===== src/rtl/load_store_unit.sv =====
// RV32I load/store unit: one outstanding request, byte-lane steering and load extension.
// Optional macro LSU_MISALIGN_TRAP_EN: misaligned half/word accesses respond with an error instead of aligning down.
module load_store_unit #(
    parameter int unsigned ADDR_W = 32
) (
    input  logic              clk,
    input  logic              rst_n,
    input  logic              req_valid_i,
    output logic              req_ready_o,
    input  logic              req_we_i,
    input  logic [2:0]        req_funct3_i,
    input  logic [ADDR_W-1:0] req_addr_i,
    input  logic [31:0]       req_wdata_i,
    output logic              rsp_valid_o,
    output logic [31:0]       rsp_rdata_o,
    output logic              rsp_err_o,
    output logic              mem_req_o,
    input  logic              mem_gnt_i,
    output logic              mem_we_o,
    output logic [ADDR_W-1:0] mem_addr_o,
    output logic [3:0]        mem_be_o,
    output logic [31:0]       mem_wdata_o,
    input  logic              mem_rvalid_i,
    input  logic [31:0]       mem_rdata_i
);

    typedef enum logic [1:0] {IDLE, REQ, WAIT, RESP} state_t;

    state_t            state_q, state_d;
    logic              we_q, we_d;
    logic [2:0]        funct3_q, funct3_d;
    logic [1:0]        off_q, off_d;

    logic              req_ready_d, mem_req_d, mem_we_d;
    logic [ADDR_W-1:0] mem_addr_d;
    logic [3:0]        mem_be_d;
    logic [31:0]       mem_wdata_d;
    logic              rsp_valid_d, rsp_err_d;
    logic [31:0]       rsp_rdata_d;

    logic              acc_err_c;
    logic [1:0]        off_c;
    logic [3:0]        be_c;
    logic [31:0]       wdata_c;
    logic [7:0]        byte_sel_c;
    logic [15:0]       half_sel_c;
    logic [31:0]       rdata_ext_c;

    // Decode the incoming request: legality, effective byte offset, lane enables, replicated store data
    always_comb begin
        if (req_we_i)
            acc_err_c = req_funct3_i[2] | (req_funct3_i[1:0] == 2'b11);
        else
            acc_err_c = (req_funct3_i[1:0] == 2'b11) | (req_funct3_i == 3'b110);
        off_c   = req_addr_i[1:0];
        be_c    = 4'b1111;
        wdata_c = req_wdata_i;
        case (req_funct3_i[1:0])
            2'b00: begin
                be_c    = 4'(4'b0001 << req_addr_i[1:0]);
                wdata_c = {4{req_wdata_i[7:0]}};
            end
            2'b01: begin
                off_c   = {req_addr_i[1], 1'b0};
                be_c    = 4'(4'b0011 << {req_addr_i[1], 1'b0});
                wdata_c = {2{req_wdata_i[15:0]}};
            end
            default: off_c = 2'b00;
        endcase
`ifdef LSU_MISALIGN_TRAP_EN
        acc_err_c = acc_err_c
                  | ((req_funct3_i[1:0] == 2'b01) & req_addr_i[0])
                  | ((req_funct3_i[1:0] == 2'b10) & (req_addr_i[1:0] != 2'b00));
`endif
    end

    // Select and extend the addressed lane of the returned word
    always_comb begin
        byte_sel_c = mem_rdata_i[{off_q, 3'b000} +: 8];
        half_sel_c = off_q[1] ? mem_rdata_i[31:16] : mem_rdata_i[15:0];
        case (funct3_q[1:0])
            2'b00:   rdata_ext_c = {{24{~funct3_q[2] & byte_sel_c[7]}}, byte_sel_c};
            2'b01:   rdata_ext_c = {{16{~funct3_q[2] & half_sel_c[15]}}, half_sel_c};
            default: rdata_ext_c = mem_rdata_i;
        endcase
    end

    // Next-state and next-output logic; every output is registered from these values
    always_comb begin
        state_d     = state_q;
        we_d        = we_q;
        funct3_d    = funct3_q;
        off_d       = off_q;
        mem_req_d   = mem_req_o;
        mem_we_d    = mem_we_o;
        mem_addr_d  = mem_addr_o;
        mem_be_d    = mem_be_o;
        mem_wdata_d = mem_wdata_o;
        rsp_valid_d = 1'b0;
        rsp_err_d   = 1'b0;
        rsp_rdata_d = 32'h0;
        case (state_q)
            IDLE: begin
                if (req_valid_i) begin
                    we_d     = req_we_i;
                    funct3_d = req_funct3_i;
                    off_d    = off_c;
                    if (acc_err_c) begin
                        state_d     = RESP;
                        rsp_valid_d = 1'b1;
                        rsp_err_d   = 1'b1;
                    end else begin
                        state_d     = REQ;
                        mem_req_d   = 1'b1;
                        mem_we_d    = req_we_i;
                        mem_addr_d  = {req_addr_i[ADDR_W-1:2], 2'b00};
                        mem_be_d    = be_c;
                        mem_wdata_d = req_we_i ? wdata_c : 32'h0;
                    end
                end
            end
            REQ: begin
                if (mem_gnt_i) begin
                    state_d     = WAIT;
                    mem_req_d   = 1'b0;
                    mem_we_d    = 1'b0;
                    mem_addr_d  = '0;
                    mem_be_d    = 4'h0;
                    mem_wdata_d = 32'h0;
                end
            end
            WAIT: begin
                if (mem_rvalid_i) begin
                    state_d     = RESP;
                    rsp_valid_d = 1'b1;
                    rsp_rdata_d = we_q ? 32'h0 : rdata_ext_c;
                end
            end
            RESP: begin
                state_d  = IDLE;
                we_d     = 1'b0;
                funct3_d = 3'b000;
                off_d    = 2'b00;
            end
            default: state_d = IDLE;
        endcase
        req_ready_d = (state_d == IDLE);
    end

    always_ff @(posedge clk or negedge rst_n) begin
        if (!rst_n) begin
            state_q     <= IDLE;
            we_q        <= 1'b0;
            funct3_q    <= 3'b000;
            off_q       <= 2'b00;
            req_ready_o <= 1'b1;
            mem_req_o   <= 1'b0;
            mem_we_o    <= 1'b0;
            mem_addr_o  <= '0;
            mem_be_o    <= 4'h0;
            mem_wdata_o <= 32'h0;
            rsp_valid_o <= 1'b0;
            rsp_err_o   <= 1'b0;
            rsp_rdata_o <= 32'h0;
        end else begin
            state_q     <= state_d;
            we_q        <= we_d;
            funct3_q    <= funct3_d;
            off_q       <= off_d;
            req_ready_o <= req_ready_d;
            mem_req_o   <= mem_req_d;
            mem_we_o    <= mem_we_d;
            mem_addr_o  <= mem_addr_d;
            mem_be_o    <= mem_be_d;
            mem_wdata_o <= mem_wdata_d;
            rsp_valid_o <= rsp_valid_d;
            rsp_err_o   <= rsp_err_d;
            rsp_rdata_o <= rsp_rdata_d;
        end
    end

endmodule

===== config.mk =====
export PLATFORM = sky130hd
export DESIGN_NAME = load_store_unit
export DESIGN_NICKNAME = d
export VERILOG_FILES = /design/src/rtl/load_store_unit.sv
export SDC_FILE = /design/constraint.sdc
export NUM_CORES = 1
export LEC_CHECK = 0
export BUFFER_PORTS_ARGS = -buffer_cell sky130_fd_sc_hd__buf_2
export CAP_MARGIN = 20
export CORE_MARGIN = 4
export CORE_UTILIZATION = 40
export DETAILED_ROUTE_END_ITERATION = 10
export GPL_TIMING_DRIVEN = 0
export PLACE_DENSITY = 0.69
export SYNTH_ARGS = -nofsm -noshare
export SYNTH_HDL_FRONTEND = slang
export SYNTH_SLANG_ARGS = --single-unit

===== constraint.sdc =====
create_clock -name clk -period 5.7 [get_ports clk]
set_clock_uncertainty 0.2 [all_clocks]
set_input_delay 0.57 -clock clk [delete_from_list [all_inputs] [get_ports clk]]
set_output_delay 0.57 -clock clk [all_outputs]
set_load 0.1 [all_outputs]

Word-level counts from Yosys, hierarchy flattened:

Index checks and enable logic that the tools add are counted.

* $add $sub $neg: 0
* multipliers: 0
* div/mod/pow operators: 0
* order comparisons: 0
* eq/ne operators: 10
* shift-type cells: 3
* multiplexer cells: 44
* bitwise gates (word level): 5
* reduce and logical (&&, ||, !) cells: 8

Operators with widths (number)
* 32-bit 2-to-1 mux: 9
* 32-bit one-hot mux with 2 select lines: 4
* 32-bit by 6-bit variable part select with 8-bit output: 1
* 16-bit 2-to-1 mux: 1
* 4-bit one-hot mux with 2 select lines: 2
* 4-bit 2-to-1 mux: 3
* 1-bit 2-to-1 mux: 11
* 2-bit 2-to-1 mux: 5
* 2-bit logical NOT: 4
* 1-bit one-hot mux with 2 select lines: 4
* 2-bit one-hot mux with 2 select lines: 2
* 2-bit one-hot mux with 4 select lines: 1
* 2-bit by 1-bit == test with 1-bit output, second input constant: 3
* 2-bit == test, second input constant: 3
* 2-bit != test, second input constant: 3
* 3-bit one-hot mux with 2 select lines: 1
* 4-bit AND reduction: 1
* 2-bit nonzero test: 2
* 1-bit by 2-bit left shift with 4-bit output, first input constant: 1
* 2-bit by 2-bit left shift with 4-bit output, first input constant: 1
* 3-bit == test, second input constant: 1
* 3-bit 2-to-1 mux: 1
* 1-bit AND: 2
* 1-bit OR: 2
* 2 further kinds: 2

* bits in registers: 113
* bits in latches: 0
* bits in writable memories: 0
* bits in read-only memories: 0
* output and inout port bits: 105
* word-level logic and storage cells: 83
* memories: 0

Depth between registers and ports, before layout:

Gate-level depths: netlist of the first run.

* depth in word-level cells: 7
* depth in mapped cells: 8

Worst setup path before layout of the first run:

Ideal clock, no wire load.

* kind: input to register
* start point: input req_valid_i
* end point: register mem_wdata_o[0]
* setup time: 0.069 ns
* arrival time: 1.884 ns
* slack: 3.547 ns
* cell stages on the path: 8
* path buffers: 4
* cell sequence: buf_4 > or3b_1 > and3b_1 > buf_4 > and2_1 > buf_4 > buf_6 > a22o_1

* word-level cells in the longest chain between the ends: 2

RTL lines
* start, declared: line 8 `input logic req_valid_i,`
* 2-bit != test (no line)
* 4-bit AND reduction (no line)
* end signal, assigned: line 175 `mem_wdata_o <= mem_wdata_d;`
* end, declared: line 22 `output logic [31:0] mem_wdata_o,`

Every way passes these cells.
A chain may end at the register's enable or synchronous reset.

Final worst setup path of the first run:

* start point: register state_q[0]
* end point: register mem_wdata_o[2]

* word-level cells in the longest chain between the ends: 3
* elaborated cells on any way between the ends: 8
* classes of those cells: eq/ne (4); mux (1); reduce/logical (3)

RTL lines
* start, declared: line 29 `state_t state_q, state_d;`
* start signal, assigned: line 166 `state_q <= state_d;`
* 2-bit by 1-bit == test with 1-bit output / 2-bit logical NOT (equally long branches): line 102 `case (state_q)`
* 2-bit != test (no line) / 2-bit nonzero test (equally long branches)
* 4-bit AND reduction (no line)

Parallel ways exist; a longest one is shown, timed or not.

==> out/results.ini, run 1 <==
[synthesis]
synth_warnings=0
synth_ff_type=dfrtp_1
postSynthCellCount=418
async_flop_share=1.00
synth_edf_count=0
synth_seq_area_share=0.571
synth-seq-cells=111
syn_avg_cell_area_um2=11.6
synthesis.area_um2=4870
ys_types=40

[finish]
num_antenna_cells=0
layout-drive-gt1-share=0.385
nets=742
areaGrowthSynthToFinish_pct=32.2

[clocking]
clock-sinks=111
htreeDepth=3
cts-resized-gates=0
cts_tree=yes
cts_inserted_buffers=9
cts_setup_buffers=0
cts_hold_buffers=0
clk_transition_reported_paths_ns=0.07
clock_latency_ns=0.35
clockRootBuffer=clkbuf_16
clk_path_buf_depth=2

[critical_path]
worstPathArrival_ns=2.46
startpoint_type=flop
cp.required_ns=5.79
crit_type=flop to flop
endpoint_kind=flop
cp_max_fo=10

[drt]
drt.antenna.violating_nets=0
drc=0
wl_per_cell_um=17.7
vias_per_cell=5.24
drt_iter0_markers=202
vias=4137
postRouteWirelength_um=14000
dr.pass1.iters=4

[timing]
fmax_ghz=0.423
final_hold_viol_count=0
tns_ns=0
setup_slack_ns=3.33
rsz0062_at_grt=no
fin_crit_sh=0.415
slew_viol_final=0
tightest_slew_ns=1.03
relSlewSlack=0.311
period_needed_ns=2.37
setup_viol=0

[worst_hold_path]
hp-class=input port to asynchronous set/reset pin

[floorplanning]
die_h_um=118
initial_core_util=0.407
core_um2=12000
die-width_um=118
ios=210
rows=40
dieArea_um2=14000

[placement]
globalplace.congestion=0.812
io_buffers=206
dpl.hpwl_um=10500
post-place-ws_ns=3.01

[grt]
antenna_found_initial=1
track_usage=0.199
grt_pass1_vias=4324
grt_overflow_total=0
grt_max_degree=73
grt_pass1_wl_um=22300

[run_status]
outcome=finished, final reports clean

[flow_run]
maxCapViolCount=0

path summary, 6_finish.rpt:
kind,start,to,slack [ns],cells past startpoint
setup / recovery,state_q[0],mem_wdata_o[2],3.33,6
min in group clk,req_addr_i[24],mem_addr_o[24],0.23,2
setup reg to reg,state_q[0],mem_wdata_o[2],3.33,6
hold reg to reg,mem_req_o,mem_req_o,0.28,1
max in group asynchronous,rst_n,req_ready_o,4.37,2
hold / removal,rst_n,rsp_rdata_o[16],0.15,1
synthesized netlist by cell type (all sizes together), types with 7 or more instances:
cell       n  area (um^2)
a21oi     16         80.1
a22o      48          420
nand2     27          101
mux2i     30          300
o2bb2ai   16          140
clkbuf    19         71.3
a21o      20          150
o21ai     26          130
buf       15          104
nor2      27          101
dfrtp    110         2750
o21a       8         60.1
a221oi     7         61.3
inv        9         33.8
mux2       9          101
placed cells by master (no fill, tap or decap), types with 9 or more instances in the layout:
cell,netlist,routed
a21o_1,20,20
a21oi_1,16,16
a22o_1,48,48
buf_2,5,210
clkbuf_1,19,20
clkbuf_16,0,9
dfrtp_1,110,110
inv_1,9,9
mux2_2,9,9
mux2i_1,30,30
nand2_1,27,27
nor2_1,27,27
o21ai_0,26,26
o2bb2ai_1,16,16
metal layers:
| layer | vias to the layer above | part of all wire | global-route usage |
|---|---|---|---|
| li1 | 1959 | - | - |
| met1 | 1957 | 0.43 | 0.246 |
| met2 | 190 | 0.45 | 0.317 |
| met3 | 29 | 0.089 | 0.0636 |
| met4 | 2 | 0.028 | 0.0923 |
| met5 | - | 0.0010 | 0 |
logic make-up after synthesis:
logic type | after synthesis | synth area share
AOI/OAI and AO/OA | 150 | 0.233
buffers and inverters | 44 | 0.0437
DFF | 111 | 0.571
muxes | 39 | 0.0825
other | 1 | 0.000770
and+or+nand+nor | 73 | 0.0686
registers in the layout, summed over array words and instances (netlist names):
name	count
funct3_q	3
mem_addr_o	30
mem_be_o	4
mem_req_o	1
mem_wdata_o	32
mem_we_o	1
off_q	2
req_ready_o	1
rsp_err_o	1
rsp_rdata_o	32
rsp_valid_o	1
state_q	2
we_q	1
per-stage QoR:
stage | instances | hold slack (ns) | util | cell area (um^2)
final | 789 | 0.149 | 0.538 | 6430
after global routing | 789 | 0.229 | 0.538 | 6430
after CTS | 789 | 0.172 | 0.538 | 6430
after detailed placement | 773 | 0.269 | 0.511 | 6110
after global placement | 772 | 0.256 | 0.509 | 6090
after floorplan | 419 | 0.0744 | - | 4870
critical path, stage by stage (launching register included):
cell      delay, ns
dfrtp_1        0.41
clkbuf_1       0.21
nand2_1        0.10
a21o_1         0.17
clkbuf_1       0.43
clkbuf_1       0.53
a22o_1         0.25
layout make-up:
type / count / area (um^2)
Sequential cell: 111 / 2780
Buffer: 34 / 175
Inverter: 10 / 37.5
Clock buffer: 11 / 243
Clock inverter: 5 / 81.3
Multi-Input combinational cell: 264 / 1880
Fill cell: 1082 / 5530
Timing Repair Buffer: 207 / 1050
Tap cell: 147 / 184
Power of run 1 is not shown: default switching activity piles up to over one toggle a cycle in this logic, so the estimate is an artifact.
==> run 2: changes to the inputs <==
ABC_AREA = 1   (was unset)
PLACE_DENSITY = 0.71   (was 0.69)
clock period = 1.9 ns   (was 5.7 ns; I/O delays follow)
==> out/results.ini, run 2 <==
[synthesis]
ys_types=37
synth_ff_type=dfrtp_1
synth_warnings=0
postSynthCellCount=569
synth_top_area_frac=0.545
synth_seq_area_share=0.551
synth_most_common_cell=nand2_1
syn_avg_cell_area_um2=8.87
synth-seq-cells=111
synthesis.area_um2=5050
synth_top_cell_by_area=dfrtp_1
async_flop_share=1.00
synth_edf_count=0
synthTopCellsByArea=dfrtp_1, nand2_1, o21ai_1, o21ai_0, nor2_4
yosys-top-cells-count=nand2_1, dfrtp_1, o21ai_1

[floorplanning]
core_um2=12200
die-width_um=120
die_h_um=120
initial_core_util=0.415
rows=40
dieArea_um2=14500
ios=210

[timing]
setup_viol=0
slew_viol_final=0
tightest_slew_ns=0.640
period_needed_ns=1.77
fin_crit_sh=0.930
relSlewSlack=0.569
rsz0062_at_grt=no
final_hold_viol_count=0
fmax_ghz=0.566
setup_slack_ns=0.132

[placement]
globalplace.congestion=0.856
dpl.hpwl_um=11500
io_buffers=207
post-place-ws_ns=0.187

[worst_hold_path]
holdPathEnd=rsp_rdata_o[2]
hold_depth=5
hp-class=input port to flop
hold_start=mem_rdata_i[2]

[flow_run]
maxCapViolCount=0

[clocking]
htreeDepth=3
clk_path_buf_depth=2
clock_latency_ns=0.35
clockRootBuffer=clkbuf_16
clock-sinks=111
clk_transition_reported_paths_ns=0.07
cts_tree=yes
cts_inserted_buffers=9

[finish]
areaGrowthSynthToFinish_pct=49.6
nets=985
final_common_cell=buf_2
reg.largest.list=mem_wdata_o: 32 flops, rsp_rdata_o: 32 flops, mem_addr_o: 30 flops
num_antenna_cells=0
final_cell_mix=buf_2, nand2_1, dfrtp_1, dlygate4sd3_1, o21ai_1
layout-drive-gt1-share=0.328

[critical_path]
cp_cell_sequence=dlygate4sd3_1 > clkbuf_4 > nor2_2 > buf_2 > nand2_1 > o221ai_1 > o21ai_2
cpPeakStageDelay_ns=0.53
critPathTopFamily=buffers and inverters
r2r_slack_ns=0.17
cp_max_fo=10
rr_endpoint=mem_wdata_o[7]
cp.required_ns=1.94
endpoint_kind=flop
slowest_stage=dlygate4sd3_1
startpoint_type=input port
worstPathArrival_ns=1.81
cp.buffers_inverters=3
r2r-start=state_q[1]
crit_type=input port to flop
r2r_cells=8

[grt]
antenna_found_initial=0
track_usage=0.232
grt_pass1_wl_um=26400
grt_pass1_vias=5217
grt_overflow_total=0
grt_max_degree=72

[drt]
drt_iter0_markers=232
drt.antenna.violating_nets=0
postRouteWirelength_um=16500
wl_per_cell_um=15.7
vias_per_cell=4.80
dr.pass1.iters=4
vias=5058
drc=0

[run_status]
outcome=finished, final reports clean

[run 2: repair_timing]
item,CTS,global route
hold endpoints to repair,133,0
setup endpoints to repair,0,14
hold buffers,91,0
resized for setup,0,2
buffers inserted,0,0
[run 2: routing by layer]
metal | track usage | vias to the layer above | routed length [um]
li1 | - | 2463 | -
met1 | 0.288 | 2342 | 6860
met2 | 0.379 | 204 | 7990
met3 | 0.0697 | 49 | 1080
met4 | 0.0970 | 0 | 611
met5 | 0 | - | 0
[run 2: area by class of cell]
class,instances,area (um^2)
Buffer,29,201
Clock buffer,10,239
Clock inverter,6,67.6
Fill cell,1071,4610
Inverter,36,138
Multi-Input combinational cell,394,1930
Sequential cell,111,2780
Tap cell,168,210
Timing Repair Buffer,299,1980
[run 2: worst reg2reg max path, cell delays in order, from the launching register on]
cell and delay (ns):
dfrtp_1 0.42, inv_2 0.09, nand3_2 0.17, nand2_1 0.13, nand2_2 0.10, inv_2 0.12
nand2_4 0.11, buf_6 0.17, o21ai_1 0.15
[run 2: per-stage QoR]
stage               cell area (um^2)  hold WS (ns)  instances   util  setup TNS, ns
floorplan                       5050        -0.306        570      -              0
global placement                6300         0.218        945  0.518         -95.97
detailed placement              6330        0.0181        946  0.520              0
CTS                             7540       0.00193       1053  0.620              0
global route                    7550        0.0154       1053  0.621              0
finish                          7550        0.0135       1053  0.621              0
[run 2: worst max path at each step]
| stage | from | endpoint | slack (ns) | cells after the start |
|---|---|---|---|---|
| 4_1_cts | req_funct3_i[0] | mem_be_o[2] | 0.05 | 7 |
| 3_3_place_gp | rst_n | mem_addr_o[29] | -0.88 | 1 |
| 5_1_grt | req_funct3_i[0] | mem_addr_o[26] | 0.03 | 10 |
| 2_1_floorplan | state_q[1] | mem_addr_o[14] | 0.36 | 8 |
| 3_5_place_dp | req_funct3_i[0] | mem_be_o[2] | 0.19 | 6 |
| 6_report | req_funct3_i[0] | mem_wdata_o[29] | 0.13 | 7 |
[run 2: cells by family after synthesis]
kind of cell	share of synthesized area
and+or+nand+nor	0.221
AOI/OAI and AO/OA	0.160
DFF	0.551
buffers and inverters	0.0672
other	0.000743
Power of run 2 is left out for the same reason.
==> run 3: changes to the inputs <==
HOLD_SLACK_MARGIN = 0.15   (was unset)
==> out/results.ini, run 3 (synthesis gave the netlist of run 2 again) <==
[run_status]
outcome=finished, final reports clean

[timing]
rsz0062_at_grt=yes
final_hold_viol_count=0
setup_viol=0
setup_slack_ns=0.0899
period_needed_ns=1.81
tightest_slew_ns=0.639
slew_viol_final=0
fin_crit_sh=0.953
relSlewSlack=0.570
fmax_ghz=0.552

[drt]
dr.pass1.iters=7
wl_per_cell_um=15.9
drt.antenna.violating_nets=0
drc=0
drt_iter0_markers=282
postRouteWirelength_um=17000
vias_per_cell=4.80
vias=5145

[placement]
post-place-ws_ns=0.187
post_dp_cell_area_um2=6330
post-place-cells=946
io_buffers=207
globalplace.congestion=0.856
dpl.hpwl_um=11500

[clocking]
cts_inserted_buffers=9
clockRootBuffer=clkbuf_16
clk_transition_reported_paths_ns=0.07
cts_tree=yes
cts_setup_buffers=0
htreeDepth=3
clock-sinks=111
clk_path_buf_depth=2
clock_latency_ns=0.35

[critical_path]
cp.required_ns=1.98
cp_cell_sequence=dlygate4sd3_1 > buf_2 > o21ai_1 > nand2_1 > dlygate4sd3_1 > nand2_2 > nand3b_1 > nor2_1
slowest_stage=dlygate4sd3_1
worstPathArrival_ns=1.89
cp_max_fo=3
crit_type=input port to flop
cpPeakStageDelay_ns=0.57
startpoint_type=input port
r2r_slack_ns=0.14
crit_start=req_we_i
r2r_cells=6
r2r-start=state_q[0]
cp_common_cell=dlygate4sd3_1
rr_endpoint=funct3_q[2]
endpoint_kind=flop

[floorplanning]
rows=40
initial_core_util=0.415
die_h_um=120
ios=210
dieArea_um2=14500
core_um2=12200
die-width_um=120

[grt]
met1_usage=0.297
grt_pass1_wl_um=27300
grt_util_met2=0.397
track_usage=0.240
globalRoute.busiestLayer=met2
met3_usage=0.0706
grt_overflow_total=0
grt_pass1_vias=5348
antenna_found_initial=0
grt_max_degree=72

[finish]
final_cell_mix=buf_2, nand2_1, dfrtp_1, dlygate4sd3_1, o21ai_1
areaGrowthSynthToFinish_pct=53.1
layout-drive-gt1-share=0.324
final_cells=1071
fin_area_um2=7720
reg.largest.list=mem_wdata_o: 32 flops, rsp_rdata_o: 32 flops, mem_addr_o: 30 flops
final_common_cell=buf_2
nets=1002

[flow_run]
maxCapViolCount=0

[worst_hold_path]
hp-class=input port to asynchronous set/reset pin

## run 3: changes by cell type in the layout (fill, tap and decap cells not counted)
cell / previous run / this run
a21oi_1: 10 / 9
a21oi_2: 2 / 3
buf_2: 209 / 210
clkbuf_4: 1 / 0
diode_2: 0 / 1
dlygate4sd3_1: 91 / 108
nand2_1: 189 / 188
nand2_2: 3 / 4
## run 3: what timing repair did
action / in CTS / in global routing
hold buffers: 108 / 0
resized for setup: 0 / 3
setup endpoints to repair: 0 / 4
hold endpoints to repair: 219 / 0
## run 3: metal layers
| metal | vias up | routed length (um) |
|---|---|---|
| li1 | 2497 | - |
| met1 | 2397 | 7030 |
| met2 | 206 | 8400 |
| met3 | 45 | 1060 |
| met4 | 0 | 500 |
| met5 | - | 0 |
## run 3: worst max-delay path: cells and delay by family
family / cells / cell delay [ns]
AOI/OAI and AO/OA: 1 / 0.11
and+or+nand+nor: 4 / 0.34
buffers and inverters: 3 / 1.26
## run 3: worst max-delay path by stage
stage / endpoint / slack (ns) / cells past startpoint
final: req_ready_o / 0.09 / 8
after detailed placement: mem_be_o[2] / 0.19 / 6
after global placement: mem_addr_o[29] / -0.88 / 1
after floorplan: mem_addr_o[14] / 0.36 / 8
after CTS: req_ready_o / 0.1 / 8
after global routing: req_ready_o / -0.04 / 8
## run 3: area by class of cell
class | instances | area, um^2
diodes | 1 | 2.50
well taps | 168 | 210
clock inverters | 6 | 67.6
multi-input cells | 394 | 1940
plain buffers | 29 | 201
clock buffers | 10 | 239
inverters | 36 | 138
flip-flops and latches | 111 | 2780
repair buffers | 316 | 2150
fillers | 1054 | 4440
## run 3: per-stage QoR
stage	TNS [ns]	utilization	hold slack [ns]
2_1_floorplan	0	-	-0.306
4_1_cts	0	0.634	0.162
3_5_place_dp	0	0.520	0.0181
3_3_place_gp	-95.97	0.518	0.218
5_1_grt	-0.0353	0.635	0.233
6_report	0	0.635	0.187
Power of run 3 is left out for the same reason.
